File: config.mk
export PLATFORM = sky130hd
export DESIGN_NAME = seq_tx_flat
export DESIGN_NICKNAME = d
export VERILOG_FILES = /design/src/rtl/seq_pkg.sv /design/src/rtl/seq_tx_if.sv /design/src/rtl/seq_tx_shreg.sv /design/src/rtl/seq_tx.sv /design/src/flat_wrapper.sv
export SDC_FILE = /design/constraint.sdc
export NUM_CORES = 1
export LEC_CHECK = 0
export ABC_AREA = 1
export CORE_UTILIZATION = 49
export CTS_CLUSTER_DIAMETER = 100
export DETAILED_ROUTE_END_ITERATION = 8
export PLACE_DENSITY = 0.77
export SLEW_MARGIN = 20
export SYNTH_ARGS = -nofsm -noshare
export SYNTH_HDL_FRONTEND = slang
export SYNTH_HIERARCHICAL = 1
export SYNTH_SLANG_ARGS = --single-unit
File: constraint.sdc
create_clock -name clk -period 1.9 [get_ports clk]
set_input_delay 0.475 -clock clk [delete_from_list [all_inputs] [get_ports clk]]
set_output_delay 0.475 -clock clk [all_outputs]
set_load 0.02 [all_outputs]
File: src/rtl/seq_pkg.sv
`default_nettype none
// ============================================================================
// Module      : seq_pkg
// Description : Shared definitions for the seq_tx serial pattern transmitter.
//               Holds the FSM state encoding (IDLE/SHIFT/DONE) and the
//               default widths for the pattern (W), length (LW) and
//               repeat (CW) fields.
// Config      : SEQ_TX_REPEAT_EN (used by seq_tx/seq_tx_if, not here)
// Revision    : 1.0 - initial release
// ============================================================================
package seq_pkg;

  localparam int c_W_DEFAULT  = 8;
  localparam int c_LW_DEFAULT = 4;
  localparam int c_CW_DEFAULT = 4;

  typedef enum logic [1:0] {
    IDLE  = 2'b00,
    SHIFT = 2'b01,
    DONE  = 2'b10
  } state_t;

endpackage
`default_nettype wire

File: src/rtl/seq_tx_if.sv
`default_nettype none
// ============================================================================
// Module      : seq_tx_if
// Description : Request/stream bundle between a requester (master) and the
//               seq_tx transmitter (slave).
//   start     : request to transmit (master -> slave)
//   pattern   : W-bit pattern, sent MSB-first
//   len       : LW-bit bits-per-pass (0 or >W means W)
//   rpt       : CW-bit number of extra passes (only with SEQ_TX_REPEAT_EN);
//               named rpt because 'repeat' is a reserved word
//   ready     : transmitter idle, start will be accepted
//   signal    : serial data bit
//   sig_valid : signal carries a pattern bit
//   done      : one-cycle end-of-transmission pulse
// Config      : SEQ_TX_REPEAT_EN adds rpt
// Revision    : 1.0 - initial release
// ============================================================================
interface seq_tx_if
  import seq_pkg::*;
#(
  parameter int W  = c_W_DEFAULT,
  parameter int LW = c_LW_DEFAULT,
  parameter int CW = c_CW_DEFAULT
) ();

  logic          start;
  logic [W-1:0]  pattern;
  logic [LW-1:0] len;
`ifdef SEQ_TX_REPEAT_EN
  logic [CW-1:0] rpt;
`endif
  logic          ready;
  logic          signal;
  logic          sig_valid;
  logic          done;

`ifdef SEQ_TX_REPEAT_EN
  modport master (output start, pattern, len, rpt,
                  input  ready, signal, sig_valid, done);
  modport slave  (input  start, pattern, len, rpt,
                  output ready, signal, sig_valid, done);
`else
  modport master (output start, pattern, len,
                  input  ready, signal, sig_valid, done);
  modport slave  (input  start, pattern, len,
                  output ready, signal, sig_valid, done);
`endif

endinterface
`default_nettype wire

File: src/rtl/seq_tx_shreg.sv
`default_nettype none
// ============================================================================
// Module      : seq_tx_shreg
// Description : Loadable MSB-first shift register with bit down-counter and
//               last-bit flag. The owner emits the pattern MSB itself on the
//               load edge, so only the remaining W-1 bits are loaded here and
//               the counter holds the number of bits still to follow.
//   clk, rst  : clock, asynchronous active-low reset
//   load      : load load_tail / load_len (priority over shift)
//   shift     : advance one bit
//   load_tail : pattern bits below the MSB
//   load_len  : effective pass length (1..W)
//   msb       : next bit to be emitted
//   last      : the bit currently being emitted is the last of the pass
// Revision    : 1.0 - initial release
// ============================================================================
module seq_tx_shreg
  import seq_pkg::*;
#(
  parameter int W  = c_W_DEFAULT,
  parameter int LW = c_LW_DEFAULT
) (
  input  wire logic          clk,
  input  wire logic          rst,
  input  wire logic          load,
  input  wire logic          shift,
  input  wire logic [W-2:0]  load_tail,
  input  wire logic [LW-1:0] load_len,
  output logic               msb,
  output logic               last
);

  logic [W-2:0]  r_sh;
  logic [LW-1:0] r_cnt;

  always_ff @(posedge clk or negedge rst) begin
    if (!rst) begin
      r_sh  <= '0;
      r_cnt <= '0;
    end else if (load) begin
      r_sh  <= load_tail;
      r_cnt <= load_len - LW'(1);
    end else if (shift) begin
      r_sh  <= r_sh << 1;
      r_cnt <= r_cnt - LW'(1);
    end
  end

  assign msb  = r_sh[W-2];
  assign last = (r_cnt == '0);

endmodule
`default_nettype wire

File: src/rtl/seq_tx.sv
`default_nettype none
// ============================================================================
// Module      : seq_tx
// Description : Serial pattern transmitter. On start (while ready) the pattern
//               is sent MSB-first, one bit per cycle, for the effective
//               length; optionally repeated back-to-back without gaps, then a
//               one-cycle done pulse.
//   clk       : clock, rising edge
//   rst       : asynchronous active-low reset
//   bus       : seq_tx_if.slave (start/pattern/len[/rpt] in,
//               ready/signal/sig_valid/done out)
// Config      : SEQ_TX_REPEAT_EN - enables rpt input and pass counter
// Revision    : 1.0 - initial release
// ============================================================================
module seq_tx
  import seq_pkg::*;
#(
  parameter int W  = c_W_DEFAULT,
  parameter int LW = c_LW_DEFAULT,
  parameter int CW = c_CW_DEFAULT
) (
  input  wire logic clk,
  input  wire logic rst,
  seq_tx_if.slave   bus
);

  generate
    if (W < 2 || (2 ** LW) <= W || CW < 1) begin : g_param_check
      $error("seq_tx: need W>=2, 2**LW>W, CW>=1");
    end
  endgenerate

  state_t        r_state;
  logic          r_ready;
  logic          r_signal;
  logic          r_valid;
  logic          r_done;

  logic [LW-1:0] w_len_eff;
  logic          w_accept;
  logic          w_reload;
  logic          w_load;
  logic          w_shift;
  logic          w_msb;
  logic          w_last;
  logic [W-2:0]  w_load_tail;
  logic [LW-1:0] w_load_len;

  // len of 0 or beyond the register width means "whole pattern"
  assign w_len_eff = (bus.len == '0 || bus.len > LW'(W)) ? LW'(W) : bus.len;
  assign w_accept  = (r_state == IDLE) && bus.start;

`ifdef SEQ_TX_REPEAT_EN
  logic [CW-1:0] r_pass;
  logic [W-1:0]  r_cap_pat;
  logic [LW-1:0] r_cap_len;

  // Reload on the last bit of a non-final pass keeps the stream gap-free
  assign w_reload    = (r_state == SHIFT) && w_last && (r_pass != '0);
  assign w_load_tail = w_reload ? r_cap_pat[W-2:0] : bus.pattern[W-2:0];
  assign w_load_len  = w_reload ? r_cap_len : w_len_eff;
`else
  assign w_reload    = 1'b0;
  assign w_load_tail = bus.pattern[W-2:0];
  assign w_load_len  = w_len_eff;
`endif

  assign w_load  = w_accept || w_reload;
  assign w_shift = (r_state == SHIFT) && !w_last;

  seq_tx_shreg #(
    .W  (W),
    .LW (LW)
  ) u_shreg (
    .clk       (clk),
    .rst       (rst),
    .load      (w_load),
    .shift     (w_shift),
    .load_tail (w_load_tail),
    .load_len  (w_load_len),
    .msb       (w_msb),
    .last      (w_last)
  );

  always_ff @(posedge clk or negedge rst) begin
    if (!rst) begin
      r_state   <= IDLE;
      r_ready   <= 1'b1;
      r_signal  <= 1'b0;
      r_valid   <= 1'b0;
      r_done    <= 1'b0;
`ifdef SEQ_TX_REPEAT_EN
      r_pass    <= '0;
      r_cap_pat <= '0;
      r_cap_len <= '0;
`endif
    end else begin
      case (r_state)
        IDLE: begin
          if (bus.start) begin
            // MSB goes straight to the output for latency 1
            r_state   <= SHIFT;
            r_ready   <= 1'b0;
            r_signal  <= bus.pattern[W-1];
            r_valid   <= 1'b1;
`ifdef SEQ_TX_REPEAT_EN
            r_pass    <= bus.rpt;
            r_cap_pat <= bus.pattern;
            r_cap_len <= w_len_eff;
`endif
          end
        end
        SHIFT: begin
          if (!w_last) begin
            r_signal <= w_msb;
          end
`ifdef SEQ_TX_REPEAT_EN
          else if (r_pass != '0) begin
            r_signal <= r_cap_pat[W-1];
            r_pass   <= r_pass - CW'(1);
          end
`endif
          else begin
            r_state  <= DONE;
            r_signal <= 1'b0;
            r_valid  <= 1'b0;
            r_done   <= 1'b1;
          end
        end
        DONE: begin
          // start seen here is ignored: ready is still low this cycle
          r_state <= IDLE;
          r_ready <= 1'b1;
          r_done  <= 1'b0;
        end
        default: begin
          r_state  <= IDLE;
          r_ready  <= 1'b1;
          r_signal <= 1'b0;
          r_valid  <= 1'b0;
          r_done   <= 1'b0;
        end
      endcase
    end
  end

  assign bus.ready     = r_ready;
  assign bus.signal    = r_signal;
  assign bus.sig_valid = r_valid;
  assign bus.done      = r_done;

endmodule
`default_nettype wire
File: src/flat_wrapper.sv
// flat-port wrapper written by rule: the top's interface ports become plain ports
module seq_tx_flat import seq_pkg::*;
#(
  parameter int W  = c_W_DEFAULT,
  parameter int LW = c_LW_DEFAULT,
  parameter int CW = c_CW_DEFAULT
)
  (clk, rst, bus_start, bus_pattern, bus_len, bus_ready, bus_signal, bus_sig_valid, bus_done);
  seq_tx_if #(.W(W), .LW(LW), .CW(CW)) bus_i ();
  input  wire logic clk;
  input  wire logic rst;
  input wire logic [$bits(bus_i.start)-1:0] bus_start;
  input wire logic [$bits(bus_i.pattern)-1:0] bus_pattern;
  input wire logic [$bits(bus_i.len)-1:0] bus_len;
  output wire logic [$bits(bus_i.ready)-1:0] bus_ready;
  output wire logic [$bits(bus_i.signal)-1:0] bus_signal;
  output wire logic [$bits(bus_i.sig_valid)-1:0] bus_sig_valid;
  output wire logic [$bits(bus_i.done)-1:0] bus_done;
  assign bus_i.start = bus_start;
  assign bus_i.pattern = bus_pattern;
  assign bus_i.len = bus_len;
  assign bus_ready = bus_i.ready;
  assign bus_signal = bus_i.signal;
  assign bus_sig_valid = bus_i.sig_valid;
  assign bus_done = bus_i.done;
  seq_tx #(.W(W), .LW(LW), .CW(CW)) u_core (.clk(clk), .rst(rst), .bus(bus_i));
endmodule
Yosys cells after proc, flatten, opt, wreduce, memory -nomap -nowiden. Index checks and enable logic that the tools add are counted. W data, S select, Z words.

Add/sub/neg operators: 2. $mul: 0. Div/mod/pow operators: 0. $lt $le $gt $ge: 1. Eq/ne operators: 4. Shifts and indexed selects: 0. Muxes and demuxes: 18. Bitwise logic cells: 3. Reductions and logical operators: 13.

Operators with widths (number): $mux W7 (2); $mux W4 (3); $logic_not A4 Y1 (2); $reduce_and A2 Y1 (4); $sub A4 B1 Y4 const B (2); $mux W1 (6); $pmux W1 S3 (2); $gt A4 B4 Y1 const B (1); $mux W2 (2); $pmux W1 S2 (2); $pmux W2 S2 (1); $not A1 Y1 (3); $reduce_and A3 Y1 (1); $eq A2 B1 Y1 const B (1); $eq A2 B2 Y1 const B (1); $logic_and A1 B1 Y1 (2); $logic_not A2 Y1 (1); $ne A2 B1 Y1 const B (1); $ne A2 B2 Y1 const B (1); $reduce_bool A2 Y1 (1); $logic_not A1 Y1 (1); $logic_or A1 B1 Y1 (1).

Register bits after elaboration: 17. Bits in latches: 0. Memory bits (writable): 0. Memory bits (read-only): 0. Output and inout port bits: 4. Logic and storage cells: 48. Memories: 0.

Depth between registers and ports, before layout.
Word-level depth: 5. Gate-level depth with buffers: 11.

Modules after synthesis. The synthesis kept the hierarchy.

Modules (own cells, without submodules): seq_tx_shreg (instances 1, cells each 80, area an instance 606.8 µm², seq. area each 275.3 µm²); seq_tx (instances 1, cells each 43, area an instance 312.8 µm², seq. area each 151.4 µm²).

Worst setup path before layout. No wires, ideal clock.

Path type: input port to flip-flop. From: input bus_start. To: register u_core.u_shreg.r_cnt[2]. Library setup time: 83 ps. Data arrival time: 1455 ps. Setup slack: 362 ps. Stages: 11. Buffers on the path: 0. Cell sequence: inv_1 > nor2_1 > nand2_1 > inv_2 > inv_2 > nand2_1 > nand2_1 > ha_1 > a21oi_1 > o21ai_1 > o21ai_0.

Longest elaborated chain between the ends: 2. Elaborated cells on any way between the ends: 3.

Ends and longest elaborated chain: start: declaration (line flat_wrapper.sv:12) `input wire logic [$bits(bus_i.start)-1:0] bus_start;`; $logic_and A1 B1 Y1 * (line seq_tx.sv:51) `assign w_accept = (r_state == IDLE) && bus.start;`; via u_core.w_accept (line seq_tx.sv:40) `logic w_accept;`; $mux W4 / $reduce_bool A2 Y1 (equally long branches); end signal: assignment (line seq_tx_shreg.sv:42) `r_cnt <= load_len - LW'(1);`; end signal: assignment (line seq_tx_shreg.sv:45) `r_cnt <= r_cnt - LW'(1);`; end: declaration (line seq_tx_shreg.sv:34) `logic [LW-1:0] r_cnt;`.

The timed path passes the listed nets; every way through them passes the cells marked *. A chain may end at the register's enable or synchronous reset.

Final worst setup path. Ends and elaborated chain as after synthesis.

==> impl_metrics.csv <==
group,metric,value,unit
run_status,status,"finished, final reports clean",
sta,tightest_slew,0.264,ns
final_layout,nets,171,
critical_path,critical_path.most_common_cell,"nand2_1",
sta,hold_viol_final,0,
sta,final-setup-viol-count,0,
critical_path,crit_chain,"clkdlybuf4s50_1, inv_1, nor2_2, nand2_1, inv_2, inv_2, nand2_1, nand2_1, ha_1, a21oi_2, o21ai_1, o21ai_0",
critical_path,crit_slowest_cell,"clkdlybuf4s50_1",
critical_path,critPathLaunchType,"primary input",
placement,port_buffers,18,
floorplan,initial_core_util,0.527,
clock_network,clockRootBuffer,"clkbuf_4",
clock_network,clkSlewWorstSetupHoldPaths,0.10,ns
yosys,syn_nets,139,
yosys,yosys.area.top_type_share,0.435,
floorplan,rows,15,
run,drv_cap,0,
power_and_ir_drop,peakVddDrop,0.000904,V
floorplan,dieWidth,45.3,um
sta,timing.hold.ws,0.490,ns
final_layout,final_cell_mix,"nand2_1, inv_1, clkdlybuf4s50_1, dfrtp_1, nor2_1",
critical_path,endpoint_kind,"register",
detailed_routing,vias,827,
clock_network,clk_latency,0.29,ns
floorplan,pin_count,19,
floorplan,dieHeight,45.3,um
power_and_ir_drop,p_sw_frac,0.421,
sta,final-max-slew-violation-count,0,
global_route,grt_use_total,0.210,
final_layout,diodes,0,
global_route,grt_max_degree,18,
critical_path,cp_max_fo,5,
detailed_routing,wl_per_cell,10.1,um
final_layout,drive_above_1_share,0.182,
final_layout,areaGrowthSynthToFinish,36.5,%
detailed_routing,drt_iter0_markers,6,
final_layout,utilization,0.719,
critical_path,cpPeakStageDelay,0.48,ns
global_route,gr-total-overflow,0,
detailed_routing,drtPass1Iterations,4,
placement,gp_congestion,0.842,
critical_path,cp.required,2.12,ns
power_and_ir_drop,internal-power,1.16,mW
detailed_routing,viasPerCell,4.62,
detailed_routing,drc,0,
power_and_ir_drop,clockPowerShare,0.096,
sta,min_period,1.73,ns
clock_network,clk_path_buf_depth,2,
yosys,synth_top_area_cell,"dfrtp_1",
floorplan,dieArea,2050,um2
power_and_ir_drop,power.switching,0.847,mW
global_route,grt_pass1_wl,2.90,mm
detailed_routing,wl,1.81,mm
clock_network,hold_buffers,0,
power_and_ir_drop,finalPower,2.01,mW
sta,finClkSkew,0.00671,ns
final_layout,n_fill_cell,143,
sta,maxSlewHeadroom,0.823,
clock_network,cts_buffers,3,
critical_path,critical_path_class,"primary input to register",
yosys,yosysSeqAreaShare,0.464,
yosys,synth_flop_cell,"dfrtp_1",
placement,hpwl,1.37,mm
clock_network,clock_sinks,17,
critical_path,crit_arrival,1.95,ns
detailed_routing,ant_nets,0,
floorplan,core,1750,um2
power_and_ir_drop,power_frac_comb,0.574,
worst_hold_path,hold_class,"primary input to async pin",
clock_network,cts_tree,"yes",
yosys,synthCells,123,
yosys,synth_area_leaders,"dfrtp_1, nand2_1, inv_1, nor2_1, nand3_1",
critical_path,crit_buf_inv,4,
sta,min_period_over_period,0.910,
yosys,ys_seq_elements,17,
yosys,synth_edf_count,0,
yosys,synth_area,920,um2
power_and_ir_drop,p_seq_frac,0.330,
yosys,yosysWarnings,6,
sta,max_freq,578,MHz
yosys,yosysUniqueCellTypes,22,
yosys,synthArstFlopShare,1.00,
global_route,grt_pass1_vias,710,
yosys,synth.avg_cell_area,7.48,um2
power_and_ir_drop,p_per_area,1600,nW/um2
power_and_ir_drop,leakagePower,0.665,nW
final_layout,final_common_cell,"nand2_1",
global_route,grt_antenna_before_repair,0,
critical_path,regToRegSetupSlack,0.19,ns
critical_path,crit_family,"buffers and inverters",
clock_network,htree_num_levels,1,
-- Yosys cell counts, types with 2 or more instances --
cell and count:
o21ai_1 3, nand2_4 2, inv_1 21, dfrtp_1 16, inv_2 2, nand3_1 8
o21ai_0 3, buf_6 2, a21oi_1 2, nor2_1 11, nand2_1 42
-- sequential cells by signal, indices dropped and copies added (netlist names) --
name	cells
u_core/u_shreg/r_sh	7
u_core/u_shreg/r_cnt	4
u_core/r_state	2
u_core/bus.done	1
u_core/bus.ready	1
u_core/bus.sig_valid	1
u_core/bus.signal	1
-- stage by stage --
stage | instances | cell area, um2 | setup slack (ns) | TNS (ns)
after CTS | 178 | 1230 | 0.0960 | 0
after global routing | 179 | 1250 | -0.0176 | -0.0176
after global placement | 174 | 1210 | -0.132 | -0.407
after detailed placement | 174 | 1210 | -0.212 | -0.910
after floorplan | 123 | 920 | 0.362 | 0
final | 179 | 1250 | 0.170 | 0
-- power groups by stage --
stage          Clock, mW  Combinational, mW  Sequential (mW)
2_1_floorplan          0              0.681            0.681
3_3_place_gp           0               1.11            0.646
3_5_place_dp           0               1.14            0.653
4_1_cts            0.206               1.14            0.646
5_1_grt            0.213               1.31            0.681
6_report           0.192               1.15            0.664
-- area by class of cell --
cell class | instances | area, um2 | area share
Timing Repair Buffer | 29 | 287 | 0.228
Clock buffer | 3 | 22.5 | 0.0179
Inverter | 23 | 86.3 | 0.0688
Sequential cell | 17 | 427 | 0.340
Clock inverter | 1 | 5.00 | 0.00399
Tap cell | 25 | 31.3 | 0.0249
Multi-Input combinational cell | 81 | 397 | 0.316
-- layer usage --
layer	vias up	global-route usage	part of all wire
met2	14	0.328	0.49
met1	377	0.265	0.45
li1	432	-	-
met3	4	0.0480	0.033
met4	0	0.127	0.025
met5	-	0	0
-- path summary, 6_finish.rpt --
kind                       depth (start not counted)                       to               startpoint
min reg2reg                                        2     u_core/bus.sig_valid     u_core/bus.sig_valid
min                                                2          u_core/bus.done                      rst
max                                               12  u_core/u_shreg/r_cnt[2]                bus_start
max reg2reg                                        9  u_core/u_shreg/r_cnt[0]  u_core/u_shreg/r_cnt[2]
min in group clk                                   2     u_core/bus.sig_valid     u_core/bus.sig_valid
max in group asynchronous                          2         u_core/bus.ready                      rst
-- kinds of logic after synthesis --
logic type | Yosys count | synth area share
AND/OR/NAND/NOR | 70 | 0.342
buffers and inverters | 25 | 0.118
flip-flops | 17 | 0.464
AO/OA/AOI/OAI | 10 | 0.0626
adder cells (fa/ha/maj) | 1 | 0.0136
-- timing repair --
action / CTS / global route
gates resized for setup: 1 / 3
setup endpoints to repair: 1 / 3
setup buffers: 0 / 1
Note: power is estimated with default switching activity, not from simulation.
==> RTL change 1: new RTL, same settings <==
Encoding of `state_t`: now one-hot (3 bits for 3 states).
--- a/src/rtl/seq_pkg.sv
+++ b/src/rtl/seq_pkg.sv
@@ -14,10 +14,10 @@
   localparam int c_LW_DEFAULT = 4;
   localparam int c_CW_DEFAULT = 4;
 
-  typedef enum logic [1:0] {
-    IDLE  = 2'b00,
-    SHIFT = 2'b01,
-    DONE  = 2'b10
+  typedef enum logic [2:0] {
+    IDLE  = 3'b001,
+    SHIFT = 3'b010,
+    DONE  = 3'b100
   } state_t;
 
 endpackage
Behaviour: same outputs for any inputs over 10 cycles, from zero or initial values and one cycle with rst low; not proved beyond that.
==> RTL change 1 against the unedited design <==
Sequential power increased by 3.8%. Power shrank 2.0%. Register-to-register slack worse by 40 ps. Area after synthesis up 9.7%. Setup slack worse by 66 ps. Cell area up 9.2%. Global-route usage increased by 0.22 points. Critical path type unchanged. Synthesized cell count up 8.9%. Fmax shrank 3.7%. Die area up 9.2%. Worst hold slack got worse by 22 ps. Cell count up 9.5%. Routed wire length is 19% higher. Sequential cell count rose by 1.
==> RTL change 1: results (changes against the unedited design) <==
- Result of the run: finished clean
- Number of unique standard cell types used by synthesis: 21 (-4.5%)
- Number of cells in the finished layout apart from fillers: 196 (+9.5%)
- N_diodes: 0 (unchanged)
- Share of cells above drive strength 1: 23.7% (+5.5 points)
- From synthesis to final layout, the design area changed by 35.9%.
* Type of the worst min-delay path: reg2reg
* Worst Skew: 8.36 ps (+1.65 ps)
* Iteration-0 DRC Markers: 29 (+23)
* Mapped Cells: 134 (+8.9%)
- Cell area after placement: 1310 µm² (+8.6%)
- Clock transition at the register clock pins on the worst setup and hold paths after CTS: 100 ps (about the same)
* Biggest fanout along the worst timing path: 2 (-3)
- Placer's final routability congestion estimate: 0.802 (-4.8%)
* Leakage power: 0.000733 µW (+10%)
* Total GRT Usage: 21.3% (+0.22 points)
- List of most frequent post-synthesis cells: 49 x nand2_1, 20 x inv_1, 16 x dfrtp_1, 11 x nand3_1
- Fillers: 164 (+15%)
- Avg Vias per Cell: 4.75 (+2.8%)
- Number of global-route vias before repair: 780 (+9.9%)
* Top flop regs: u_core/u_shreg/r_sh: 7 flops, u_core/u_shreg/r_cnt: 4 flops, u_core/r_state: 3 flops
- The per-cell routed wire length was 11.0 µm (+8.6%).
- The reg-to-reg setup timing slack was 150 ps (-40 ps).
* First-pass GRT wire length: 3.24 mm (+12%)
* Final worst hold slack: 468 ps (-22.5 ps)
* Sequential area share after synthesis: 44.9% (-1.5 points)
* Worst supply voltage drop on vdd: 0.000837 V (-7.5%)
- Total nets after synthesis: 150 (+7.9%)
* Maximum number of pins on one net before global-route repair: 19 (+1)
- Antenna violations before repair: 0 (unchanged)
* Cells taking the most area after synthesis: dfrtp_1 40%, nand2_1 18%, inv_1 7.4%, nand3_1 5.5%, dfstp_2 5.2%
- Number of cells in the design after placement: 192 (+10%)
- Setup slack at placement: -239 ps (-26.9 ps)
-- RTL change 1: routing by layer --
layer | up-vias | global-route usage, % | wire (µm)
met5 | - | 0 | 0
met4 | 0 | 10.3 | 46
met3 | 6 | 2.31 | 96
met2 | 31 | 34.8 | 1110
met1 | 411 | 28.0 | 900
li1 | 483 | - | -
-- RTL change 1: worst max-delay path: stages --
cell and delay, ps:
clkdlybuf4s50_1 430, nor2_2 140, nand3_1 100, a21boi_2 160, inv_1 60, nand2_1 70, nand2_1 80, ha_1 210
a21oi_2 140, o21ai_1 70, o21ai_0 70
-- RTL change 1: worst max-delay path by stage --
stage	slack, ps	start	endpoint
global route	0.7	bus_len[2]	u_core/u_shreg/r_cnt[2]
detailed placement	-240	bus_len[2]	u_core/u_shreg/r_cnt[2]
floorplan	320	u_core/r_state[0]	u_core/u_shreg/r_cnt[2]
CTS	1	u_core/u_shreg/r_cnt[2]	u_core/u_shreg/r_cnt[0]
global placement	-180	bus_len[0]	u_core/u_shreg/r_cnt[2]
finish	100	bus_len[0]	u_core/u_shreg/r_cnt[2]
-- RTL change 1: cell families (layout without fill, tap and decap cells) --
family                     after synthesis  in the layout  synth area share, %
and+or+nand+nor                         78             78                 36.6
buffers and inverters                   27             62                 11.5
DFF                                     18             18                 44.9
AOI/OAI and AO/OA                       10             10                 5.71
adders and majority gates                1              1                 1.24
-- RTL change 1: final cells by class --
type                            instances  area share, %
Multi-Input combinational cell         89           34.2
Inverter                               25           6.85
Timing Repair Buffer                   33           21.6
Clock buffer                            4           1.92
Tap cell                               27           2.47
Sequential cell                        18           33.1
-- RTL change 1: power by group --
part | internal [µW] | switching (µW)
Sequential | 572 | 117
Combinational | 473 | 617
Clock | 81.4 | 110
Total | 1130 | 843
==> RTL change 2: new RTL, same settings <==
Made on the original files. `c_W_DEFAULT`: 8 -> 10.
--- a/src/rtl/seq_pkg.sv
+++ b/src/rtl/seq_pkg.sv
@@ -10,7 +10,7 @@
 // ============================================================================
 package seq_pkg;
 
-  localparam int c_W_DEFAULT  = 8;
+  localparam int c_W_DEFAULT  = 10;
   localparam int c_LW_DEFAULT = 4;
   localparam int c_CW_DEFAULT = 4;
 
Interface: changed (resized bus_pattern); port bits go from 19 to 21. No check against the original RTL was run, so the function may have changed too.
==> RTL change 2 against the unedited design <==
Setup slack got worse by 13 ps. Worst hold slack worse by 91 ps. Cell area is 6.6% higher. Global-route usage is 0.089 points higher. Fmax fell by 0.76%. Sequential cell count up 2. Routed wire length increased by 7.0%. Power is 2.9% higher. Largest cell class unchanged. Clock skew is 3.9 ps lower. Area after synthesis increased by 9.5%. Largest power group unchanged.
==> RTL change 2: results (changes against the unedited design) <==
- The sequential share of the synthesized area was 47.3% (+0.93 points).
- The reg-to-reg setup timing slack is 170 ps (-20 ps).
- The instance area after placement is 1310 µm² (+8.0%).
- Total GRT Usage: 21.1% (+0.089 points)
* Number of global-route vias before repair: 775 (+9.2%)
* Most used flip-flop cell after synthesis: dfrtp_1
- Top flop regs: u_core/u_shreg/r_sh: 9 flops, u_core/u_shreg/r_cnt: 4 flops, u_core/r_state: 2 flops
* Number of unique standard cell types used by synthesis: 23 (+4.5%)
* Resized cells post-CTS: 1 (unchanged)
- Leakage power: 0.000712 µW (+7.0%)
- Synthesized-area fraction occupied by ao, oa, aoi and oai cells: 6.83% (+0.57 points)
* IO buf count: 20 (+2)
- Setup slack at placement: -158 ps (+54.7 ps)
- The depth of the worst register-to-register path is 9 (unchanged).
* Clock Latency Late Sink: 310 ps (+20 ps)
* Switching share of total power: 42.7% (+0.58 points)
* Critical Path End: u_core/u_shreg/r_cnt[2]
- The worst IR drop on VDD was 0.000861 V (-4.8%).
* Power in the clock group: 211 µW (+9.9%)
* First-pass DRT Iterations: 4 (unchanged)
- Iteration-0 DRC Markers: 16 (+10)
- The sum of routed wire length over all layers was 1.94 mm (+7.0%).
- The number of antenna violations at the first check in global routing is 0 (unchanged).
- List of most frequent post-synthesis cells: 52 x nand2_1, 23 x inv_1, 18 x dfrtp_1, 10 x nand3_1, 7 x nor2_1
* Clock transition at the register clock pins on the worst setup and hold paths after CTS: between 100 and 150 ps
- The net count after synthesis came to 155 (+12%).
- The total setup buffers inserted after CTS came to 0 (unchanged).
- The data arrival at the endpoint of the critical path is 1980 ps (+30 ps).
- The area share of xor/xnor cells in the synthesized design was 0% (unchanged).
- The post-route total power was 2070 µW (+2.9%).
- The final weighted congestion in routability-driven placement was 0.886 (+5.2%).
- Final HPWL DP: 1.54 mm (+12%)
* Via Count: 910 (+10%)
- The upper clock frequency limit was 574 MHz (-0.76%).
- Sorting the synthesized cells by area gives the leading types as dfrtp_1 45%, nand2_1 19%, inv_1 8.6%, nand3_1 5.0%, dfstp_2 2.6%.
* Biggest fanout along the worst timing path: 6 (+1)
- Reg-to-reg critical path startpoint: u_core/u_shreg/r_cnt[2]
* Worst Skew: 2.83 ps (-3.88 ps)
- The power in sequential cells was 724 µW (+9.0%).
- The global-route wire length before repair is 3.19 mm (+10%).
* Level count of the clock H-tree: 1 (unchanged)
- Least-Margin Pin Slew: 291 ps (+26.7 ps)
- The total number of yosys warnings was 6 (unchanged).
- The antenna diode count is 0 (unchanged).
- The maximum number of pins on one net before global-route repair is 14 (-4).
- The run finished with clean final reports.
* Net count of the finished layout: 189 (+11%)
- The tightest min-delay check is of the in2async type.
- Adder-cell area share of the yosys netlist: 1.24% (-0.12 points)
* Share of cells above drive strength 1: 14.7% (-3.5 points)
RTL change 2: cell types whose count changed after synthesis, sizes merged:
cell / before / now
nand2: 45 / 54
nor2: 13 / 9
dfrtp: 16 / 18
inv: 23 / 25
nand3: 9 / 11
a21o: 1 / 0
a21oi: 2 / 3
a22o: 1 / 0
a22oi: 0 / 1
nand4: 1 / 2
o211ai: 0 / 1
o21ai: 6 / 7
RTL change 2: kinds of logic after synthesis:
family          Yosys count
buf+inv                  27
simple gates             78
compound gates           12
flops                    19
fa+ha+maj                 1
RTL change 2: metrics by stage:
stage	hold WS [ps]	std cells
5_1_grt	409	197
3_5_place_dp	463	193
3_3_place_gp	457	193
6_report	399	197
2_1_floorplan	179	137
4_1_cts	399	197
RTL change 2: worst reg2reg max path, stage by stage, from the launching register on:
cell and delay (ps):
dfrtp_1 430, nor4_2 340, inv_1 130, nand2_2 100, inv_1 60, nor2_1 210
buf_4 180, a21oi_1 40, o21ai_0 60, o21ai_1 80
RTL change 2: layout make-up:
class,count,area [µm²]
Sequential cell,19,477
Inverter,25,93.8
Clock inverter,1,5.00
Tap cell,27,33.8
Fill cell,166,604
Clock buffer,3,22.5
Timing Repair Buffer,31,282
Multi-Input combinational cell,91,424
RTL change 2: worst min path at each step:
stage	from	end	slack, ps
6_report	rst	u_core/r_state[0]	400
5_1_grt	rst	u_core/bus.sig_valid	410
3_5_place_dp	u_core/bus.sig_valid	u_core/bus.sig_valid	460
2_1_floorplan	rst	u_core/bus.done	180
4_1_cts	rst	u_core/r_state[0]	400
3_3_place_gp	u_core/u_shreg/r_sh[3]	u_core/u_shreg/r_sh[4]	460
RTL change 2: metal layers:
metal	share of wire, %	GRT usage, %	up-vias
li1	-	-	486
met1	46	26.8	407
met2	49	34.8	13
met3	2.3	3.46	4
met4	1.9	10.3	0
met5	0	0	-
